<file path="src/rtl/rcosc_rst_sequencer.sv">
// Reset-release sequencer for the UART-to-SPI bridge fabric, clocked by the 160 MHz RC oscillator.
// Holds reset through power-on, waits for a stable PLL lock, then releases fabric and core resets in stages.
//
// state     | meaning
// ----------+---------------------------------------------------------
// POR_WAIT  | power-on hold, lock ignored
// LOCK_WAIT | waiting for synchronised lock
// STABLE    | lock seen, counting consecutive stable cycles
// GAP       | fabric released, counting down to core release
// RUN       | both resets released, READY high
module rcosc_rst_sequencer #(
    parameter int POR_CYCLES    = 1600,
    parameter int STABLE_CYCLES = 256,
    parameter int STAGE_GAP     = 64,
    parameter int CNT_W         = 16
) (
    input  logic       RCOSC_160MHZ_GL,
    input  logic       RESETN,
    input  logic       PLL_LOCK,
    output logic       FABRIC_RESETN,
    output logic       CORE_RESETN,
    output logic       READY,
    output logic [7:0] LOCK_LOSS_CNT,
    output logic [2:0] STATE_DBG
);

    localparam logic [2:0] ST_POR_WAIT  = 3'd0;
    localparam logic [2:0] ST_LOCK_WAIT = 3'd1;
    localparam logic [2:0] ST_STABLE    = 3'd2;
    localparam logic [2:0] ST_GAP       = 3'd3;
    localparam logic [2:0] ST_RUN       = 3'd4;

    localparam logic [CNT_W-1:0] POR_LAST    = CNT_W'(POR_CYCLES - 1);
    localparam logic [CNT_W-1:0] STABLE_LAST = CNT_W'(STABLE_CYCLES - 1);
    localparam logic [CNT_W-1:0] GAP_LAST    = CNT_W'(STAGE_GAP - 1);
    localparam logic [CNT_W-1:0] CNT_ONE     = CNT_W'(1);

    logic [2:0]       state;
    logic [CNT_W-1:0] cnt;
    logic             lock_meta;
    logic             lock_s;

    assign STATE_DBG = state;

    always_ff @(posedge RCOSC_160MHZ_GL) begin
        if (!RESETN) begin
            state         <= ST_POR_WAIT;
            cnt           <= '0;
            lock_meta     <= 1'b0;
            lock_s        <= 1'b0;
            FABRIC_RESETN <= 1'b0;
            CORE_RESETN   <= 1'b0;
            READY         <= 1'b0;
            LOCK_LOSS_CNT <= 8'd0;
        end else begin
            lock_meta <= PLL_LOCK;
            lock_s    <= lock_meta;
            case (state)
                ST_POR_WAIT: begin
                    if (cnt == POR_LAST) begin
                        state <= ST_LOCK_WAIT;
                        cnt   <= '0;
                    end else begin
                        cnt <= cnt + CNT_ONE;
                    end
                end
                ST_LOCK_WAIT: begin
                    if (lock_s) begin
                        state <= ST_STABLE;
                        cnt   <= '0;
                    end
                end
                ST_STABLE: begin
                    // a drop before the fabric is released is not counted as a loss
                    if (!lock_s) begin
                        state <= ST_LOCK_WAIT;
                        cnt   <= '0;
                    end else if (cnt == STABLE_LAST) begin
                        state         <= ST_GAP;
                        cnt           <= '0;
                        FABRIC_RESETN <= 1'b1;
                    end else begin
                        cnt <= cnt + CNT_ONE;
                    end
                end
                ST_GAP: begin
                    if (!lock_s) begin
                        state         <= ST_LOCK_WAIT;
                        cnt           <= '0;
                        FABRIC_RESETN <= 1'b0;
                        if (LOCK_LOSS_CNT != 8'hFF) LOCK_LOSS_CNT <= LOCK_LOSS_CNT + 8'd1;
                    end else if (cnt == GAP_LAST) begin
                        state       <= ST_RUN;
                        cnt         <= '0;
                        CORE_RESETN <= 1'b1;
                        READY       <= 1'b1;
                    end else begin
                        cnt <= cnt + CNT_ONE;
                    end
                end
                ST_RUN: begin
                    if (!lock_s) begin
                        state         <= ST_LOCK_WAIT;
                        cnt           <= '0;
                        FABRIC_RESETN <= 1'b0;
                        CORE_RESETN   <= 1'b0;
                        READY         <= 1'b0;
                        if (LOCK_LOSS_CNT != 8'hFF) LOCK_LOSS_CNT <= LOCK_LOSS_CNT + 8'd1;
                    end
                end
                default: begin
                    // illegal encodings recover like a reset but keep the debug count
                    state         <= ST_POR_WAIT;
                    cnt           <= '0;
                    lock_meta     <= 1'b0;
                    lock_s        <= 1'b0;
                    FABRIC_RESETN <= 1'b0;
                    CORE_RESETN   <= 1'b0;
                    READY         <= 1'b0;
                end
            endcase
        end
    end

endmodule

</file>
<file path="config.mk">
export PLATFORM = sky130hd
export DESIGN_NAME = rcosc_rst_sequencer
export DESIGN_NICKNAME = d
export VERILOG_FILES = /design/src/rtl/rcosc_rst_sequencer.sv
export SDC_FILE = /design/constraint.sdc
export NUM_CORES = 1
export LEC_CHECK = 0
export ABC_AREA = 1
export CORE_MARGIN = 8
export CORE_UTILIZATION = 50
export DETAILED_ROUTE_END_ITERATION = 10
export DONT_BUFFER_PORTS = 1
export HOLD_SLACK_MARGIN = 0.1
export PLACE_DENSITY = 0.74
export SETUP_SLACK_MARGIN = 0.05
export SLEW_MARGIN = 20
export SYNTH_ARGS = -nofsm -noshare
export SYNTH_HDL_FRONTEND = slang
export SYNTH_SLANG_ARGS = --single-unit
</file>
<file path="constraint.sdc">
create_clock -name RCOSC_160MHZ_GL -period 2 [get_ports RCOSC_160MHZ_GL]
set_input_delay 0.3 -clock RCOSC_160MHZ_GL [delete_from_list [all_inputs] [get_ports RCOSC_160MHZ_GL]]
set_output_delay 0.3 -clock RCOSC_160MHZ_GL [all_outputs]
set_load 0.03 [all_outputs]
</file>
# --- Yosys cells after proc, flatten, opt, wreduce, memory -nomap -nowiden ---
# Index checks and enable logic that the tools add are counted.
word_totals:
  out_inout_bits: 14
  ff_bits: 31
classes:
  bitwise_logic: 3
  addsub: 2
  n_eq_ne: 18
  mux: 23
  n_reduce_logical: 11
ops:
  columns: ["op", "count"]
  rows:
  - ["two-way mux 16 bit", 7]
  - ["case mux 16 bit (5 select lines)", 1]
  - ["two-way mux 3 bit", 7]
  - ["adder 16 x 1 -> 16 bit, second input constant", 1]
  - ["equality test 16 x 11 -> 1 bit, second input constant", 1]
  - ["equality test 16 x 6 -> 1 bit, second input constant", 1]
  - ["equality test 16 x 8 -> 1 bit, second input constant", 1]
  - ["inequality test 2 bit, second input constant", 8]
  - ["case mux 3 bit (5 select lines)", 1]
  - ["adder 8 x 1 -> 8 bit, second input constant", 1]
  - ["inequality test 8 bit, second input constant", 1]
  - ["AND reduction 4 bit", 2]
  - ["equality test 3 x 2 -> 1 bit, second input constant", 2]
  - ["inequality test 3 bit, second input constant", 2]
  - ["case mux 1 bit (3 select lines)", 2]
  - ["two-way mux 1 bit", 5]
  - ["AND reduction 5 bit", 1]
  - ["OR reduction 5 bit", 1]
  - ["AND reduction 2 bit", 2]
  - ["OR reduction 2 bit", 2]
  - ["equality test 3 x 1 -> 1 bit, second input constant", 1]
  - ["equality test 3 bit, second input constant", 1]
  - ["logical NOT 3 bit", 1]
  - ["NOT 1 bit", 3]
  - ["2 further kinds", 2]

# --- Logic depth before layout (Yosys ltp) ---
depth:
  ltp_word: 4
  mapped_depth: 12

# --- Worst setup path after synthesis ---
# Ideal clock, no wire load.
synth_timing:
  path_type: "register to register"
  from: "register state[2], in the netlist STATE_DBG[2]"
  to: "register cnt[10]"
  period_less_slack_ns: 1.540
  required_ns: 1.878
  n_path_buf: 0
  path_stages_with_launch: 8
  setup_ns: 0.122
  t_arrival_ns: 1.417
  setup_slack_ns: 0.460
  path_cell_list: "dfxtp_1 nor3_1 nand2_1 clkinv_1 nand2_4 nand3_4 o21ai_4 nor2_1"
synth_via:
  elab_chain_len: 3
synth_lines:
  columns: ["item", "line_no", "source"]
  rows:
  - ["start, declared", "38", "logic [2:0] state;"]
  - ["start signal, assigned", "47", "state <= ST_POR_WAIT;"]
  - ["start signal, assigned", "61", "state <= ST_LOCK_WAIT;"]
  - ["start signal, assigned", "69", "state <= ST_STABLE;"]
  - ["equality test 3 x 1 -> 1 bit or equality test 3 bit (tied branches)", "58", "case (state)"]
  - ["inequality test 2 bit (no line)", null, null]
  - ["AND reduction 2 bit (no line)", null, null]
  - ["end signal, assigned", "64", "cnt <= cnt + CNT_ONE;"]
  - ["end signal, assigned", "83", "cnt <= cnt + CNT_ONE;"]
  - ["end signal, assigned", "98", "cnt <= cnt + CNT_ONE;"]
  - ["end, declared", "39", "logic [CNT_W-1:0] cnt;"]
# Parallel ways exist; a longest one is shown, timed or not.
# A chain may end at the register's enable or synchronous reset.

# --- Final worst setup path ---
layout_timing:
  from: "register cnt[1]"
  to: "register cnt[15]"
layout_via:
  elab_chain_len: 4
layout_lines:
  columns: ["item", "line_no"]
  rows:
  - ["adder 16 x 1 -> 16 bit, or another cell as far along", "64, 83, 98"]
  - ["two-way mux 16 bit (on tied branches)", "92, 78"]
  - ["two-way mux 16 bit (on tied branches)", "87, 75"]
  - ["case mux 16 bit (5 select lines) (*)", "58"]
# Every way passes the cells marked *; elsewhere a longest branch is shown, timed or not.

==> metrics.txt <==
die area=5631 um^2; worst skew pair latency=330 ps; antenna violations before repair=0; number of global-route vias before repair=1488; Worst slew margin=0.6037; Die Height=75.04 um; worst setup margin=241.9 ps; share of cells above drive strength 1=0.1487; Hold Crit Class=in2reg; total wire length=3698 um; post-synth top area share=0.3561; Netlist cell types=33; Hold WS=108.0 ps; GPL Wtd Cong=0.8597; Initial Util=0.5223; Setup Skew=2.481 ps; I/O pins=17; Die X=75.04 um; DRT Pass-1 Iters=4; CTS tree=done; First DRT Iteration DRCs=118; Synth area leaders=dfxtp_1 36%, nand2_1 11%, nor2_1 10%; Max Cap Viol=0; WL/cell=11.74 um; Num CTS Buffers=5; Slew @ Worst Pin=593.6 ps; clock power share=0.386; VDD IR max=261.5 uV; total negative slack=0 ps; GR Overflow Total=0; crit path time final=1758 ps; pre-CTS WS=250.5 ps; vias per inst=5.035; post-synthesis area per instance=6.916 um^2; CP startpoint kind=flop; #FFs+latches synth=31; fin cells=315; Pint=845.9 uW; Placed Cells=305; hpwl dp=2749 um; Slew Limit Fails=0; synthesized area=1743 um^2; Switch Pwr=241.1 uW; layout overhead on the synthesized area=11.49%; Power per Cell Area=559.4 nW/um^2; FMAX=0.5688 GHz; status=complete, no violations; Worst setup EP type=flop; power share of the sequential group=0.580; clk root buf=clkbuf_4; Worst Path Arrival=1980 ps; Required @ worst endpoint=2220 ps; final non-filler cell area=1943 um^2; Comb pwr share=0.034; Diodes inserted=0; first-pass GRT wire length=6403 um; Synthesized Nets=257; Leak=0.8141 nW; Tcrit/Tclk final=0.8791; core footprint=3337 um^2; Port Buf Inserts=0; vias=1586; ANT nets after route=0; final setup fails=0; site row count=21; layout net count=273; critical-path maximum fanout=9; GRT Total Usage=0.1465; YS warnings=0; largest net degree at the start of global routing=12; unrepaired setup endpoints after global routing=no; CP Class=reg2reg; Sink Count=31; Mapped Cells=252; post-synthesis sequential area ratio=0.3561; post-synth top area cell=dfxtp_1; Clock Tree Buf Depth=2; clk slew on worst S/H paths=90 ps; Switching Fraction=0.2218; H-tree depth=2; DRC Markers=0; final hold vios=0; placed inst area=1851 um^2
-- timing repair --
item,4_1_cts,5_1_grt
hold buffers,2,0
hold endpoints to repair,7,0
gates resized for setup,0,1
buffers inserted,0,0
endpoints found under the setup margin,0,6
-- state kept, by name (all words and copies together), names as in the netlist --
name and flops:
lock_meta 1, cnt 16, lock_s 1, READY 1, LOCK_LOSS_CNT 8, STATE_DBG 3, FABRIC_RESETN 1
-- power by group through the flow --
stage          logic (mW)  clock network [mW]  registers [mW]
2_1_floorplan      0.0302                   0           0.643
3_3_place_gp       0.0320                   0           0.644
3_5_place_dp       0.0319                   0           0.645
4_1_cts            0.0372               0.431           0.631
5_1_grt            0.0429               0.458           0.632
6_report           0.0370               0.419           0.631
-- cell families (layout without fill, tap and decap cells) --
logic type | after synthesis | count (layout) | share of synthesized area
adders and majority gates | 2 | 2 | 0.01436
buffers and inverters | 35 | 52 | 0.08758
xor gates and xnor gates | 14 | 14 | 0.07035
AOI/OAI and AO/OA | 30 | 30 | 0.1041
DFF | 31 | 31 | 0.3561
and+or+nand+nor | 140 | 140 | 0.3675
-- worst paths after layout --
| kind | from | to | slack (ps) | cells after the start |
|---|---|---|---|---|
| max reg2reg | cnt[1] | cnt[15] | 240 | 8 |
| min reg2reg | lock_meta | lock_s | 420 | 2 |
| max | cnt[1] | cnt[15] | 240 | 8 |
| min | RESETN | LOCK_LOSS_CNT[1] | 110 | 2 |
-- metal layers --
layer,up-vias,global-route usage,wire length [um]
li1,833,-,-
met1,721,0.1718,1714
met4,0,0.05435,53
met3,8,0.04660,189
met2,24,0.2418,1740
met5,-,0,0
-- through the flow --
step           power [mW]  utilization
3_5_place_dp       0.6770       0.5546
6_report            1.087       0.5823
4_1_cts             1.099       0.5812
3_3_place_gp       0.6765       0.5546
5_1_grt             1.134       0.5823
2_1_floorplan      0.6733            -
-- Yosys cell counts --
master and n:
a21oi_1 12, a31o_2 3, a31oi_1 1, buf_2 2, buf_4 1, buf_6 2
clkinv_1 3, dfxtp_1 31, ha_1 2, inv_1 25, inv_2 2, nand2_1 53
nand2_2 4, nand2_4 1, nand3_1 11, nand3_2 2, nand3_4 1, nand3b_1 2
nand4_1 5, nor2_1 48, nor2_2 2, nor2_4 2, nor3_1 7, nor3_2 1
o21a_1 1, o21ai_0 8, o21ai_1 2, o21ai_4 1, o21bai_1 1, o31ai_1 1
or2_2 1, xnor2_1 7, xor2_1 7
-- cell type report --
cell class	instances	area, um^2
inverters	30	112.6
multi-input cells	186	973.4
repair buffers	14	110.1
flip-flops and latches	31	620.6
well taps	46	57.56
fillers	332	1394
clock buffers	8	68.82
-- worst max-delay path, cell delays in order (launching register included) --
cell and delay, ps:
dfxtp_1 390, ha_1 200, nand3_2 130, nor2_1 170, nand2_1 120, nand2_2 110
nand3_4 150, o21ai_4 290, nor2_1 80
-- placed cells by master, fill, tap and decap left out, types with 2 or more instances in the layout --
cell type / synthesis / routed
a31o_2: 3 / 3
buf_4: 1 / 12
nand3b_1: 2 / 2
nand2_2: 4 / 4
nand4_1: 5 / 5
o21ai_0: 8 / 8
nand3_1: 11 / 11
xnor2_1: 7 / 7
a21oi_1: 12 / 12
nand3_2: 2 / 2
nor2_2: 2 / 2
dlygate4sd3_1: 0 / 2
inv_2: 2 / 2
nand2_1: 53 / 53
nor2_4: 2 / 2
clkinv_1: 3 / 3
nor2_1: 48 / 48
xor2_1: 7 / 7
ha_1: 2 / 2
clkbuf_4: 0 / 5
inv_1: 25 / 25
dfxtp_1: 31 / 31
nor3_1: 7 / 7
clkbuf_8: 0 / 2
(Power assumes the default switching activity.)
